File: src/rtl/apb_pkg.sv
// Shared definitions for the APB command scheduler: default widths, FSM
// state encodings and the layout of a queued command record.
package apb_pkg;

    localparam int ADDR_W_DEF = 8;
    localparam int DATA_W_DEF = 8;

    // FSM state encodings
    localparam logic [1:0] ST_IDLE  = 2'd0;
    localparam logic [1:0] ST_ISSUE = 2'd1;
    localparam logic [1:0] ST_WAIT  = 2'd2;
    localparam logic [1:0] ST_RESP  = 2'd3;

    // Command record {wr, addr, data} for the default widths
    localparam int CMD_W        = 1 + ADDR_W_DEF + DATA_W_DEF;
    localparam int CMD_DATA_OFF = 0;
    localparam int CMD_ADDR_OFF = DATA_W_DEF;
    localparam int CMD_WR_OFF   = DATA_W_DEF + ADDR_W_DEF;

    // Record width for arbitrary address/data widths
    function automatic int cmd_width(input int aw, input int dw);
        return 1 + aw + dw;
    endfunction

endpackage

File: src/rtl/apb_cmd_fifo.sv
// Small synchronous command FIFO. Head entry is always visible on dout;
// push while full and pop while empty are ignored.
module apb_cmd_fifo #(
    parameter int DEPTH = 4,
    parameter int CMD_W = 17
) (
    input  logic                         clk,
    input  logic                         prst,
    input  logic                         push,
    input  logic                         pop,
    input  logic [CMD_W-1:0]             din,
    output logic [CMD_W-1:0]             dout,
    output logic                         full,
    output logic                         empty,
    output logic [$clog2(DEPTH+1)-1:0]   level
);

    localparam int PW = $clog2(DEPTH);
    localparam int LW = $clog2(DEPTH+1);

    logic [CMD_W-1:0] mem_r [DEPTH];
    logic [PW-1:0]    wr_ptr_r;
    logic [PW-1:0]    rd_ptr_r;
    logic             push_ok_s;
    logic             pop_ok_s;

    assign full      = (level == LW'(DEPTH));
    assign empty     = (level == {LW{1'b0}});
    assign push_ok_s = push & ~full;
    assign pop_ok_s  = pop & ~empty;
    assign dout      = mem_r[rd_ptr_r];

    // Storage array: write the incoming command at the tail
    always_ff @(posedge clk or posedge prst) begin
        if (prst) begin
            for (int i = 0; i < DEPTH; i++) begin
                mem_r[i] <= {CMD_W{1'b0}};
            end
        end else if (push_ok_s) begin
            mem_r[wr_ptr_r] <= din;
        end
    end

    // Pointers wrap naturally at DEPTH (power of two); level tracks occupancy
    always_ff @(posedge clk or posedge prst) begin
        if (prst) begin
            wr_ptr_r <= {PW{1'b0}};
            rd_ptr_r <= {PW{1'b0}};
            level    <= {LW{1'b0}};
        end else begin
            if (push_ok_s) begin
                wr_ptr_r <= wr_ptr_r + 1'b1;
            end
            if (pop_ok_s) begin
                rd_ptr_r <= rd_ptr_r + 1'b1;
            end
            case ({push_ok_s, pop_ok_s})
                2'b10:   level <= level + 1'b1;
                2'b01:   level <= level - 1'b1;
                default: level <= level;
            endcase
        end
    end

endmodule

File: src/rtl/apb_cmd_sched.sv
// Command scheduler in front of the APB master: queues requests, launches
// one transfer at a time, waits for completion or timeout and returns a
// response to the requester.
module apb_cmd_sched
    import apb_pkg::*;
#(
    parameter int DEPTH   = 4,
    parameter int TIMEOUT = 16,
    parameter int ADDR_W  = ADDR_W_DEF,
    parameter int DATA_W  = DATA_W_DEF
) (
    input  logic                         clk,
    input  logic                         prst,
    input  logic                         cmd_valid,
    output logic                         cmd_ready,
    input  logic                         cmd_wr,
    input  logic [ADDR_W-1:0]            cmd_addr,
    input  logic [DATA_W-1:0]            cmd_data,
    output logic                         start,
    output logic                         wr,
    output logic [ADDR_W-1:0]            addr_p,
    output logic [DATA_W-1:0]            data_p,
    input  logic                         xfer_done,
    input  logic [DATA_W-1:0]            rdata_in,
    output logic                         rsp_valid,
    input  logic                         rsp_ready,
    output logic                         rsp_wr,
    output logic [ADDR_W-1:0]            rsp_addr,
    output logic [DATA_W-1:0]            rsp_data,
    output logic                         rsp_err,
    output logic                         busy,
    output logic [$clog2(DEPTH+1)-1:0]   level
);

    localparam int CW = cmd_width(ADDR_W, DATA_W);
    localparam int TW = $clog2(TIMEOUT);
    localparam logic [TW-1:0] T_LAST = TW'(TIMEOUT - 1);

    logic [1:0]    state_r;
    logic [TW-1:0] timer_r;
    logic [CW-1:0] push_data_s;
    logic [CW-1:0] head_s;
    logic          push_s;
    logic          pop_s;
    logic          full_s;
    logic          empty_s;

    // No pass-through: readiness depends only on the registered occupancy
    assign cmd_ready   = ~full_s;
    assign push_s      = cmd_valid & ~full_s;
    assign pop_s       = (state_r == ST_IDLE) & ~empty_s;
    assign push_data_s = {cmd_wr, cmd_addr, cmd_data};

    apb_cmd_fifo #(
        .DEPTH (DEPTH),
        .CMD_W (CW)
    ) u_fifo (
        .clk   (clk),
        .prst  (prst),
        .push  (push_s),
        .pop   (pop_s),
        .din   (push_data_s),
        .dout  (head_s),
        .full  (full_s),
        .empty (empty_s),
        .level (level)
    );

    // Transfer FSM with hold registers, timeout timer and response registers
    always_ff @(posedge clk or posedge prst) begin
        if (prst) begin
            state_r   <= ST_IDLE;
            timer_r   <= {TW{1'b0}};
            start     <= 1'b0;
            wr        <= 1'b0;
            addr_p    <= {ADDR_W{1'b0}};
            data_p    <= {DATA_W{1'b0}};
            rsp_valid <= 1'b0;
            rsp_wr    <= 1'b0;
            rsp_addr  <= {ADDR_W{1'b0}};
            rsp_data  <= {DATA_W{1'b0}};
            rsp_err   <= 1'b0;
            busy      <= 1'b0;
        end else begin
            case (state_r)
                ST_IDLE: begin
                    if (!empty_s) begin
                        wr      <= head_s[CW-1];
                        addr_p  <= head_s[DATA_W +: ADDR_W];
                        data_p  <= head_s[DATA_W-1:0];
                        start   <= 1'b1;
                        busy    <= 1'b1;
                        state_r <= ST_ISSUE;
                    end
                end
                ST_ISSUE: begin
                    start   <= 1'b0;
                    timer_r <= {TW{1'b0}};
                    state_r <= ST_WAIT;
                end
                ST_WAIT: begin
                    // Completion takes priority over a timeout in the same cycle
                    if (xfer_done) begin
                        rsp_valid <= 1'b1;
                        rsp_wr    <= wr;
                        rsp_addr  <= addr_p;
                        rsp_data  <= wr ? {DATA_W{1'b0}} : rdata_in;
                        rsp_err   <= 1'b0;
                        state_r   <= ST_RESP;
                    end else if (timer_r == T_LAST) begin
                        rsp_valid <= 1'b1;
                        rsp_wr    <= wr;
                        rsp_addr  <= addr_p;
                        rsp_data  <= {DATA_W{1'b0}};
                        rsp_err   <= 1'b1;
                        state_r   <= ST_RESP;
                    end else begin
                        timer_r <= timer_r + 1'b1;
                    end
                end
                ST_RESP: begin
                    if (rsp_ready) begin
                        rsp_valid <= 1'b0;
                        busy      <= 1'b0;
                        state_r   <= ST_IDLE;
                    end
                end
                default: begin
                    start     <= 1'b0;
                    rsp_valid <= 1'b0;
                    busy      <= 1'b0;
                    state_r   <= ST_IDLE;
                end
            endcase
        end
    end

endmodule

File: config.mk
export PLATFORM = sky130hd
export DESIGN_NAME = apb_cmd_sched
export DESIGN_NICKNAME = d
export VERILOG_FILES = /design/src/rtl/apb_pkg.sv /design/src/rtl/apb_cmd_fifo.sv /design/src/rtl/apb_cmd_sched.sv
export SDC_FILE = /design/constraint.sdc
export NUM_CORES = 1
export LEC_CHECK = 0
export ABC_AREA = 1
export BUFFER_PORTS_ARGS = -buffer_cell sky130_fd_sc_hd__buf_4
export CAP_MARGIN = 15
export CELL_PAD_IN_SITES_DETAIL_PLACEMENT = 0
export CELL_PAD_IN_SITES_GLOBAL_PLACEMENT = 1
export CORE_ASPECT_RATIO = 1.2
export CORE_UTILIZATION = 47
export DETAILED_ROUTE_END_ITERATION = 16
export PLACE_DENSITY_LB_ADDON = 0.1
export SETUP_SLACK_MARGIN = 0.5
export SLEW_MARGIN = 10
export SYNTH_ARGS = -nofsm -noshare
export SYNTH_HDL_FRONTEND = slang
export SYNTH_SLANG_ARGS = --single-unit
File: constraint.sdc
create_clock -name clk -period 12 [get_ports clk]
set_input_delay 2.4 -clock clk [delete_from_list [all_inputs] [get_ports clk]]
set_output_delay 2.4 -clock clk [all_outputs]
set_load 0.005 [all_outputs]
==> results.tsv, run 1 <==
stage	metric	value	unit
clock_tree	root buf cell	clkbuf_16	
sta	Tmin final	3.72	ns
min_path	Hold/Removal Path Class	reg -> reg	
floorplanning	Die ar.	12200	sq um
clock_tree	# hold bufs at CTS	0	
sta	Max Fclk	268	MHz
power_and_ir_drop	Power Density	289	nW/um^2
power_and_ir_drop	Switch Pwr	0.697	mW
logic_synthesis	Yosys warnings	0	
routing	WL per Instance	13.6	um
clock_tree	CTS HTree Levels	4	
placed_design	buffers added on ports	71	
clock_tree	Reg clk slew, reported paths	0.05	ns
floorplanning	num rows	43	
power_and_ir_drop	internal power	1.23	mW
sta	# setup viols final	0	
finish	commonest non-fill, non-tap cell in the layout	nand2_1	
finish	ant diodes	0	
clock_tree	CTS tree	built	
power_and_ir_drop	sw frac	0.362	
clock_tree	clk_lat worst skew	0.40	ns
routing	Vias/cell	4.91	
finish	Layout Utilization	0.580	
clock_tree	clk sinks	119	
power_and_ir_drop	combinational power share	0.353	
grt	Total GRT Usage	0.211	
finish	layout cells sized above 1	0.219	
grt	aggregate global routing overflow	0	
sta	final setup skew	0.00736	ns
clock_tree	Num CTS Buffers	17	
logic_synthesis	Avg Inst Size Synth	8.92	sq um
power_and_ir_drop	Leak	3.40	nW
finish	most frequent cells in the layout	247 x nand2_1, 119 x dfrtp_1, 73 x buf_4, 44 x o21ai_1, 40 x o21ai_0	
finish	Syn-to-layout area delta	20.8	%
placed_design	Post-DP HPWL	7320	um
sta	Worst-Margin Slew	0.788	ns
placed_design	gpl congestion	0.756	
grt	initial antenna violation count	0	
setup_path	crit path max fanout	6	
routing	final wirelength	11600	um
routing	Post-DRT Antenna Nets	0	
grt	first-pass GRT wire length	19800	um
routing	Residual DRC	0	
sta	Hold Violations, Final	0	
sta	fin. max-slew vios	0	
setup_path	path type of the worst setup path	reg -> out	
sta	Slew HR	0.474	
setup_path	Worst EP arrival	1.32	ns
logic_synthesis	Distinct cells, synth	28	
sta	unrepaired setup endpoints after global routing	false	
grt	largest net degree at the start of global routing	61	
floorplanning	IO Pins	72	
logic_synthesis	Syn Inst Count	620	
clock_tree	Post-CTS Resized	0	
logic_synthesis	net count after synthesis	662	
floorplanning	Chip Height	121	um
finish	nets@finish	723	
floorplanning	chip width	101	um
logic_synthesis	cell area after synthesis	5530	sq um
clock_tree	# Post-CTS Setup Buffers	0	
sta	Fin Setup TNS	0	ns
setup_path	Worst EP required	9.60	ns
power_and_ir_drop	Clock power frac	0.287	
routing	vias	4178	
floorplanning	initial core utilization	0.481	
run	max-cap violations	0	
routing	DR iter-0 viols	271	
sta	final worst path period share	0.310	
logic_synthesis	sequential element share of the synthesized area	0.538	
floorplanning	core area	11500	sq um
setup_path	Critical Path End Type	output port	
clock_tree	Max clock buf depth	2	
setup_path	crit path launch type	flip-flop	
routing	First-pass DRT Iterations	5	
grt	vias in the first global route	4110	
status	status	finished clean	
logic_synthesis	Synth Register Bits	119	
power_and_ir_drop	worst vdd ir	0.107	mV
power_and_ir_drop	sequential share of power	0.360	
per-layer routing:
| layer | wire, um | part of all wire | GRT usage |
|---|---|---|---|
| met5 | 0 | 0 | 0 |
| met4 | 74 | 0.0064 | 0.0688 |
| met3 | 412 | 0.036 | 0.0524 |
| met2 | 5650 | 0.49 | 0.346 |
| met1 | 5420 | 0.47 | 0.272 |
cells by family (layout without fill, tap and decap cells):
logic type,count (synthesis),after routing,share of synthesized area
and+or+nand+nor,294,294,0.218
AOI/OAI and AO/OA,124,124,0.137
DFF,119,119,0.538
buffers and inverters,66,140,0.0694
adders and majority gates,12,12,0.0285
xor gates and xnor gates,4,4,0.00633
muxes,1,1,0.00204
flip-flops by register name, indices dropped and copies added, names as in the netlist:
register / cells
start: 1
u_fifo.level: 3
u_fifo.mem_r: 68
rsp_wr: 1
timer_r: 4
rsp_valid: 1
rsp_err: 1
busy: 1
rsp_addr: 8
rsp_data: 8
data_p: 8
u_fifo.wr_ptr_r: 2
wr: 1
state_r: 2
addr_p: 8
u_fifo.rd_ptr_r: 2
final timing paths:
check / slack [ns] / cells past startpoint / to / start
worst max-delay path: 8.28 / 3 / cmd_ready / u_fifo.level[0]
worst min-delay path: 0.47 / 2 / u_fifo.mem_r[60] / u_fifo.mem_r[60]
worst max register to register: 9.06 / 10 / u_fifo.level[2] / state_r[0]
worst min register to register: 0.47 / 2 / u_fifo.mem_r[60] / u_fifo.mem_r[60]
max in group asynchronous: 8.65 / 3 / wr / prst
min in group asynchronous: 2.12 / 2 / rsp_data[7] / prst
cell type report:
cell class | instances | area, sq um
Tap cell | 157 | 196
Fill cell | 1110 | 4830
Inverter | 35 | 134
Sequential cell | 119 | 2980
Multi-Input combinational cell | 435 | 2170
Clock inverter | 13 | 201
Timing Repair Buffer | 73 | 548
Clock buffer | 19 | 453
critical path, cell delays in order (launching register included):
cell	delay [ns]
dfrtp_1	0.45
nor2_4	0.18
nand2_4	0.12
buf_4	0.16
power groups by stage:
stage | clock, mW | sequential (mW) | combinational [mW]
finish | 0.553 | 0.694 | 0.682
global route | 0.580 | 0.715 | 0.790
CTS | 0.564 | 0.694 | 0.695
detailed placement | 0 | 0.700 | 0.690
global placement | 0 | 0.693 | 0.674
floorplan | 0 | 0.670 | 0.524
through the flow:
stage | setup slack, ns | instance area, sq um | power (mW) | instances | hold slack, ns
5_1_grt | 8.20 | 6680 | 2.09 | 851 | 0.487
2_1_floorplan | 6.44 | 5530 | 1.19 | 620 | 0.450
4_1_cts | 8.24 | 6680 | 1.95 | 851 | 0.476
3_5_place_dp | 8.10 | 6030 | 1.39 | 819 | 0.462
6_report | 8.28 | 6680 | 1.93 | 851 | 0.471
3_3_place_gp | 8.13 | 6030 | 1.37 | 819 | 0.459
cells in the mapped netlist:
cell type  count  area (sq um)
inv_1         33           124
or2_2          2          12.5
dfrtp_1      119          2980
o21ai_0       40           200
buf_4          8          60.1
xor2_1         3          26.3
nor2_4         1          11.3
clkinv_1       1          3.75
xnor2_1        1          8.76
nor2_1        20          75.1
mux2_2         1          11.3
o21ai_1       44           220
a21oi_1        2          10.0
clkbuf_1       2          7.51
buf_2          7          35.0
o21ai_2       36           315
buf_1          1          3.75
nand3_4        4          70.1
o211ai_1       1          7.51
ha_1          11           138
nand2_4        1          11.3
nand3_1       16          80.1
nand2_1      247           927
fa_1           1          20.0
o21bai_1       1          7.51
buf_6         13           146
inv_2          1          3.75
nand4_1        3          18.8
Power figures use the tool's default switching activity.
==> run 2: changes to the inputs <==
--- a/config.mk
+++ b/config.mk
@@ -11,7 +11,7 @@
 export CELL_PAD_IN_SITES_DETAIL_PLACEMENT = 0
 export CELL_PAD_IN_SITES_GLOBAL_PLACEMENT = 1
 export CORE_ASPECT_RATIO = 1.2
-export CORE_UTILIZATION = 47
+export CORE_UTILIZATION = 44
 export DETAILED_ROUTE_END_ITERATION = 16
 export PLACE_DENSITY_LB_ADDON = 0.1
 export SETUP_SLACK_MARGIN = 0.5
==> constraint.sdc (replaced) <==
create_clock -name clk -period 3.57 [get_ports clk]
set_input_delay 0.714 -clock clk [delete_from_list [all_inputs] [get_ports clk]]
set_output_delay 0.714 -clock clk [all_outputs]
set_load 0.005 [all_outputs]
==> results.tsv, run 2 (synthesis gave the netlist of run 1 again) <==
stage	metric	value	unit	change
floorplanning	chip width	104	um	+3.3%
power_and_ir_drop	Leak	3.40	nW	unchanged
power_and_ir_drop	worst vdd ir	0.413	mV	+280%
routing	DR iter-0 viols	242		-11%
clock_tree	Num CTS Buffers	17		unchanged
clock_tree	root buf cell	clkbuf_16		
floorplanning	Chip Height	125	um	+3.3%
routing	WL per Instance	14.4	um	+5.6%
grt	initial antenna violation count	0		unchanged
setup_path	Worst EP required	3.86	ns	-5.74 ns
routing	Residual DRC	0		unchanged
routing	final wirelength	12400	um	+6.9%
routing	Vias/cell	4.90		-0.22%
finish	ant diodes	0		unchanged
power_and_ir_drop	Power Density	957	nW/um^2	+230%
clock_tree	Reg clk slew, reported paths	0.05	ns	about the same
sta	Fin Setup TNS	0	ns	unchanged
grt	largest net degree at the start of global routing	39		-36%
routing	Post-DRT Antenna Nets	0		unchanged
routing	First-pass DRT Iterations	5		unchanged
placed_design	gpl congestion	0.759		+0.41%
sta	Worst-Margin Slew	0.834	ns	+0.0456 ns
routing	vias	4218		+0.96%
clock_tree	Max clock buf depth	2		unchanged
sta	final worst path period share	0.612		
clock_tree	# Post-CTS Setup Buffers	0		unchanged
min_path	Hold/Removal Path Class	in -> async		
sta	Slew HR	0.443		-0.0315
clock_tree	CTS tree	built		
finish	FILL cells	1173		+5.7%
clock_tree	clk_lat worst skew	0.41	ns	about the same
finish	most frequent cells in the layout	247 x nand2_1, 119 x dfrtp_1, 80 x buf_4, 44 x o21ai_1, 40 x o21ai_0		
clock_tree	# hold bufs at CTS	0		unchanged
floorplanning	IO Pins	72		unchanged
sta	Tmin final	2.19	ns	
sta	final setup skew	0.00618	ns	-0.00118 ns
grt	aggregate global routing overflow	0		unchanged
finish	commonest non-fill, non-tap cell in the layout	nand2_1		
setup_path	crit path max fanout	20		+14
grt	vias in the first global route	4244		+3.3%
sta	Max Fclk	457	MHz	
finish	Syn-to-layout area delta	20.6	%	about the same
placed_design	buffers added on ports	71		unchanged
sta	unrepaired setup endpoints after global routing	false		
clock_tree	clk sinks	119		unchanged
floorplanning	Die ar.	13000	sq um	+6.7%
grt	first-pass GRT wire length	21000	um	+5.9%
floorplanning	initial core utilization	0.455		-0.0258
setup_path	crit path launch type	flip-flop		
run	max-cap violations	0		unchanged
finish	most flop-heavy register	u_fifo.mem_r		
setup_path	ordered list of cells on the worst path	inv_1 -> ha_1 -> nand2_1 -> buf_4 -> inv_1 -> ha_1 -> fa_1 -> mux2_2		
setup_path	Critical Path End Type	flip-flop		
status	status	finished clean		
floorplanning	num rows	44		+2.3%
setup_path	Worst EP arrival	2.48	ns	+1.16 ns
finish	max FFs per register	68		unchanged
finish	layout cells sized above 1	0.221		+0.00241
clock_tree	CTS HTree Levels	4		unchanged
finish	nets@finish	730		+0.97%
placed_design	Post-DP HPWL	7890	um	+7.7%
sta	fin. max-slew vios	0		unchanged
sta	# setup viols final	0		unchanged
setup_path	path type of the worst setup path	reg -> reg		
setup_path	CP max stage delay	0.44	ns	about the same
sta	Hold Violations, Final	0		unchanged
grt	Total GRT Usage	0.206		-0.00482
clock_tree	Post-CTS Resized	0		unchanged
power_and_ir_drop	Pwr Total	6.39	mW	+230%
floorplanning	core area	12200	sq um	+5.7%
setup_path	CP max-delay cell	fa_1		
run 2: cell types whose count changed in the layout (fill, tap and decap cells not counted), sizes merged:
cell,delta
bufinv,-2
clkinv,-1
clkbuf,+3
inv,-1
buf,+7
run 2: cell type report:
class | instances | area, sq um | area share
repair buffers | 80 | 601 | 0.0900
clock inverters | 9 | 125 | 0.0187
multi-input cells | 435 | 2170 | 0.325
inverters | 35 | 135 | 0.0202
flip-flops and latches | 119 | 2980 | 0.446
clock buffers | 22 | 464 | 0.0695
well taps | 161 | 201 | 0.0302
run 2: worst max-delay path, delay by kind of cell (launching register included):
kind          cells  cell delay, ns
flops             1            0.40
buf+inv           3            0.42
simple gates      1            0.07
mux               1            0.27
fa+ha+maj         3            0.91
run 2: routing by layer:
layer / vias to the layer above / global-route usage / wire length [um]
li1: 2121 / - / -
met1: 1990 / 0.258 / 5670
met2: 91 / 0.343 / 6020
met3: 16 / 0.0534 / 507
met4: 0 / 0.0723 / 163
met5: - / 0 / 0
run 2: path summary, 6_finish.rpt:
path / startpoint / to / slack [ns] / cells past startpoint
hold reg to reg: u_fifo.mem_r[52] / u_fifo.mem_r[52] / 0.48 / 2
setup reg to reg: state_r[0] / u_fifo.level[1] / 1.38 / 8
max in group asynchronous: prst / u_fifo.mem_r[59] / 2.15 / 3
min in group clk: u_fifo.mem_r[52] / u_fifo.mem_r[52] / 0.48 / 2
hold / removal: prst / rsp_valid / 0.47 / 2
setup / recovery: state_r[0] / u_fifo.level[1] / 1.38 / 8
run 2: power breakdown:
group	internal [mW]	leakage [nW]	switching, mW
registers	1.94	1.50	0.356
logic	0.960	1.61	1.43
clock network	1.12	0.286	0.573
run 2: metrics by stage:
stage | instance area (sq um) | util | instances | setup WS (ns) | hold slack [ns]
after floorplan | 5540 | - | 620 | 1.40 | 0.450
after global placement | 6090 | 0.500 | 830 | 1.45 | 0.460
after detailed placement | 6090 | 0.500 | 830 | 1.38 | 0.464
after CTS | 6680 | 0.549 | 861 | 1.36 | 0.477
after global routing | 6680 | 0.549 | 861 | 1.21 | 0.496
final | 6680 | 0.549 | 861 | 1.38 | 0.471
==> run 3: changes to the inputs <==
==> constraint.sdc (replaced) <==
create_clock -name clk -period 2.3 [get_ports clk]
set_input_delay 0.46 -clock clk [delete_from_list [all_inputs] [get_ports clk]]
set_output_delay 0.46 -clock clk [all_outputs]
set_load 0.005 [all_outputs]
==> results.tsv, run 3 (synthesis gave the netlist of run 1 again) <==
stage	metric	value	unit	change
status	status	finished clean		
sta	Max Fclk	572	MHz	+25%
sta	# setup viols final	0		unchanged
clock_tree	Num CTS Buffers	17		unchanged
setup_path	crit path launch type	flip-flop		
grt	Total GRT Usage	0.201		-0.00456
setup_path	worst reg2reg setup slack	0.55	ns	-0.83 ns
run	max-cap violations	0		unchanged
grt	first-pass GRT wire length	20600	um	-1.9%
power_and_ir_drop	Pwr Total	10.1	mW	+58%
setup_path	R2R Path Start	u_fifo.level[0]		
floorplanning	Chip Height	125	um	unchanged
floorplanning	initial core utilization	0.455		unchanged
floorplanning	chip width	104	um	unchanged
setup_path	crit path max fanout	3		-85%
sta	final worst path period share	0.760		+0.148
finish	FILL cells	1178		+0.43%
finish	layout cells sized above 1	0.251		+0.0293
power_and_ir_drop	worst vdd ir	0.655	mV	+59%
sta	Fin Setup TNS	0	ns	unchanged
clock_tree	root buf cell	clkbuf_16		
setup_path	reg2reg end	u_fifo.level[1]		
clock_tree	clk_lat worst skew	0.40	ns	about the same
setup_path	FF-to-FF path depth	7		-1
floorplanning	core area	12200	sq um	unchanged
finish	ant diodes	0		unchanged
placed_design	buffers added on ports	71		unchanged
finish	most frequent cells in the layout	245 x nand2_1, 117 x dfrtp_1, 87 x buf_4, 44 x o21ai_1, 40 x o21ai_0		
routing	Vias/cell	4.86		-0.75%
power_and_ir_drop	Power Density	1480	nW/um^2	+55%
finish	most flop-heavy register	u_fifo.mem_r		
setup_path	Worst EP required	2.59	ns	-1.27 ns
min_path	Hold/Removal Path Class	in -> async		
routing	final wirelength	12300	um	-0.68%
clock_tree	Reg clk slew, reported paths	0.06	ns	about the same
grt	vias in the first global route	4143		-2.4%
finish	max FFs per register	68		unchanged
setup_path	path type of the worst setup path	reg -> reg		
sta	unrepaired setup endpoints after global routing	true		
sta	Hold Violations, Final	0		unchanged
grt	aggregate global routing overflow	0		unchanged
clock_tree	Max clock buf depth	2		unchanged
floorplanning	num rows	44		unchanged
setup_path	Worst EP arrival	2.04	ns	-0.44 ns
finish	nets@finish	739		+1.2%
finish	commonest non-fill, non-tap cell in the layout	nand2_1		
placed_design	Post-DP HPWL	7480	um	-5.2%
grt	largest net degree at the start of global routing	120		+210%
floorplanning	IO Pins	72		unchanged
grt	initial antenna violation count	0		unchanged
sta	final setup skew	0.00566	ns	-0.000522 ns
routing	Post-DRT Antenna Nets	0		unchanged
clock_tree	CTS tree	built		
routing	First-pass DRT Iterations	4		-1
placed_design	gpl congestion	0.753		-0.78%
routing	DR iter-0 viols	191		-21%
floorplanning	Die ar.	13000	sq um	unchanged
sta	fin. max-slew vios	0		unchanged
power_and_ir_drop	Leak	3.43	nW	+0.92%
clock_tree	clk sinks	119		unchanged
routing	WL per Instance	14.1	um	-1.8%
routing	Residual DRC	0		unchanged
routing	vias	4235		+0.40%
setup_path	Critical Path End Type	flip-flop		
clock_tree	CTS HTree Levels	4		unchanged
finish	Syn-to-layout area delta	22.7	%	
sta	Slew HR	0.591		+0.148
sta	Tmin final	1.75	ns	-0.438 ns
sta	Worst-Margin Slew	0.614	ns	-0.220 ns
## run 3: layout make-up
cell class                      instances  area, sq um  share of cell area
Inverter                               35          135              0.0199
Timing Repair Buffer                   89          684               0.101
Tap cell                              161          201              0.0297
Clock buffer                           19          453              0.0667
Clock inverter                         13          130              0.0192
Multi-Input combinational cell        435         2210               0.325
Sequential cell                       119         2980               0.439
## run 3: metrics by stage
stage / util / area, sq um / hold slack (ns) / setup WS, ns / std cells
CTS: 0.555 / 6750 / 0.283 / 0.511 / 868
global placement: 0.502 / 6110 / 0.458 / 0.430 / 831
floorplan: - / 5540 / 0.450 / 0.385 / 620
detailed placement: 0.502 / 6110 / 0.463 / 0.327 / 831
global route: 0.558 / 6790 / 0.309 / 0.468 / 871
finish: 0.558 / 6790 / 0.256 / 0.552 / 871
## run 3: critical path, stage by stage, from the launching register on
cell and delay, ns:
dfrtp_2 0.42, nor2_4 0.13, nand2_1 0.08, nand2_2 0.08, inv_2 0.05, ha_4 0.16, fa_1 0.43, mux2_2 0.28
## run 3: worst max-delay path by stage
| stage | cells after the start | start | slack, ns | endpoint |
|---|---|---|---|---|
| after floorplan | 1 | prst | 0.38 | addr_p[0] |
| after global placement | 6 | u_fifo.level[0] | 0.43 | u_fifo.level[1] |
| after detailed placement | 6 | u_fifo.level[0] | 0.33 | u_fifo.level[1] |
| after CTS | 7 | u_fifo.level[1] | 0.51 | u_fifo.level[1] |
| after global routing | 10 | u_fifo.level[0] | 0.47 | u_fifo.level[2] |
| final | 7 | u_fifo.level[0] | 0.55 | u_fifo.level[1] |
## run 3: timing repair
| item | in CTS | in global routing |
|---|---|---|
| gates cloned | 0 | 0 |
| resized for setup | 8 | 4 |
| setup endpoints to repair | 3 | 2 |
| hold buffers | 0 | 0 |
| buffers inserted | 5 | 3 |
| pin swaps | 2 | 3 |
## run 3: layer usage
layer / up-vias / GRT usage / wire length, um
met5: - / 0 / 0
met4: 0 / 0.0639 / 119
met3: 9 / 0.0450 / 450
met2: 79 / 0.342 / 6050
met1: 2011 / 0.254 / 5660
li1: 2136 / - / -
## run 3: power by group
group | leakage [nW] | switching (mW) | internal, mW | total (mW)
Combinational | 1.66 | 2.32 | 1.66 | 3.98
Sequential | 1.50 | 0.513 | 3.02 | 3.53
Clock | 0.273 | 0.929 | 1.64 | 2.57
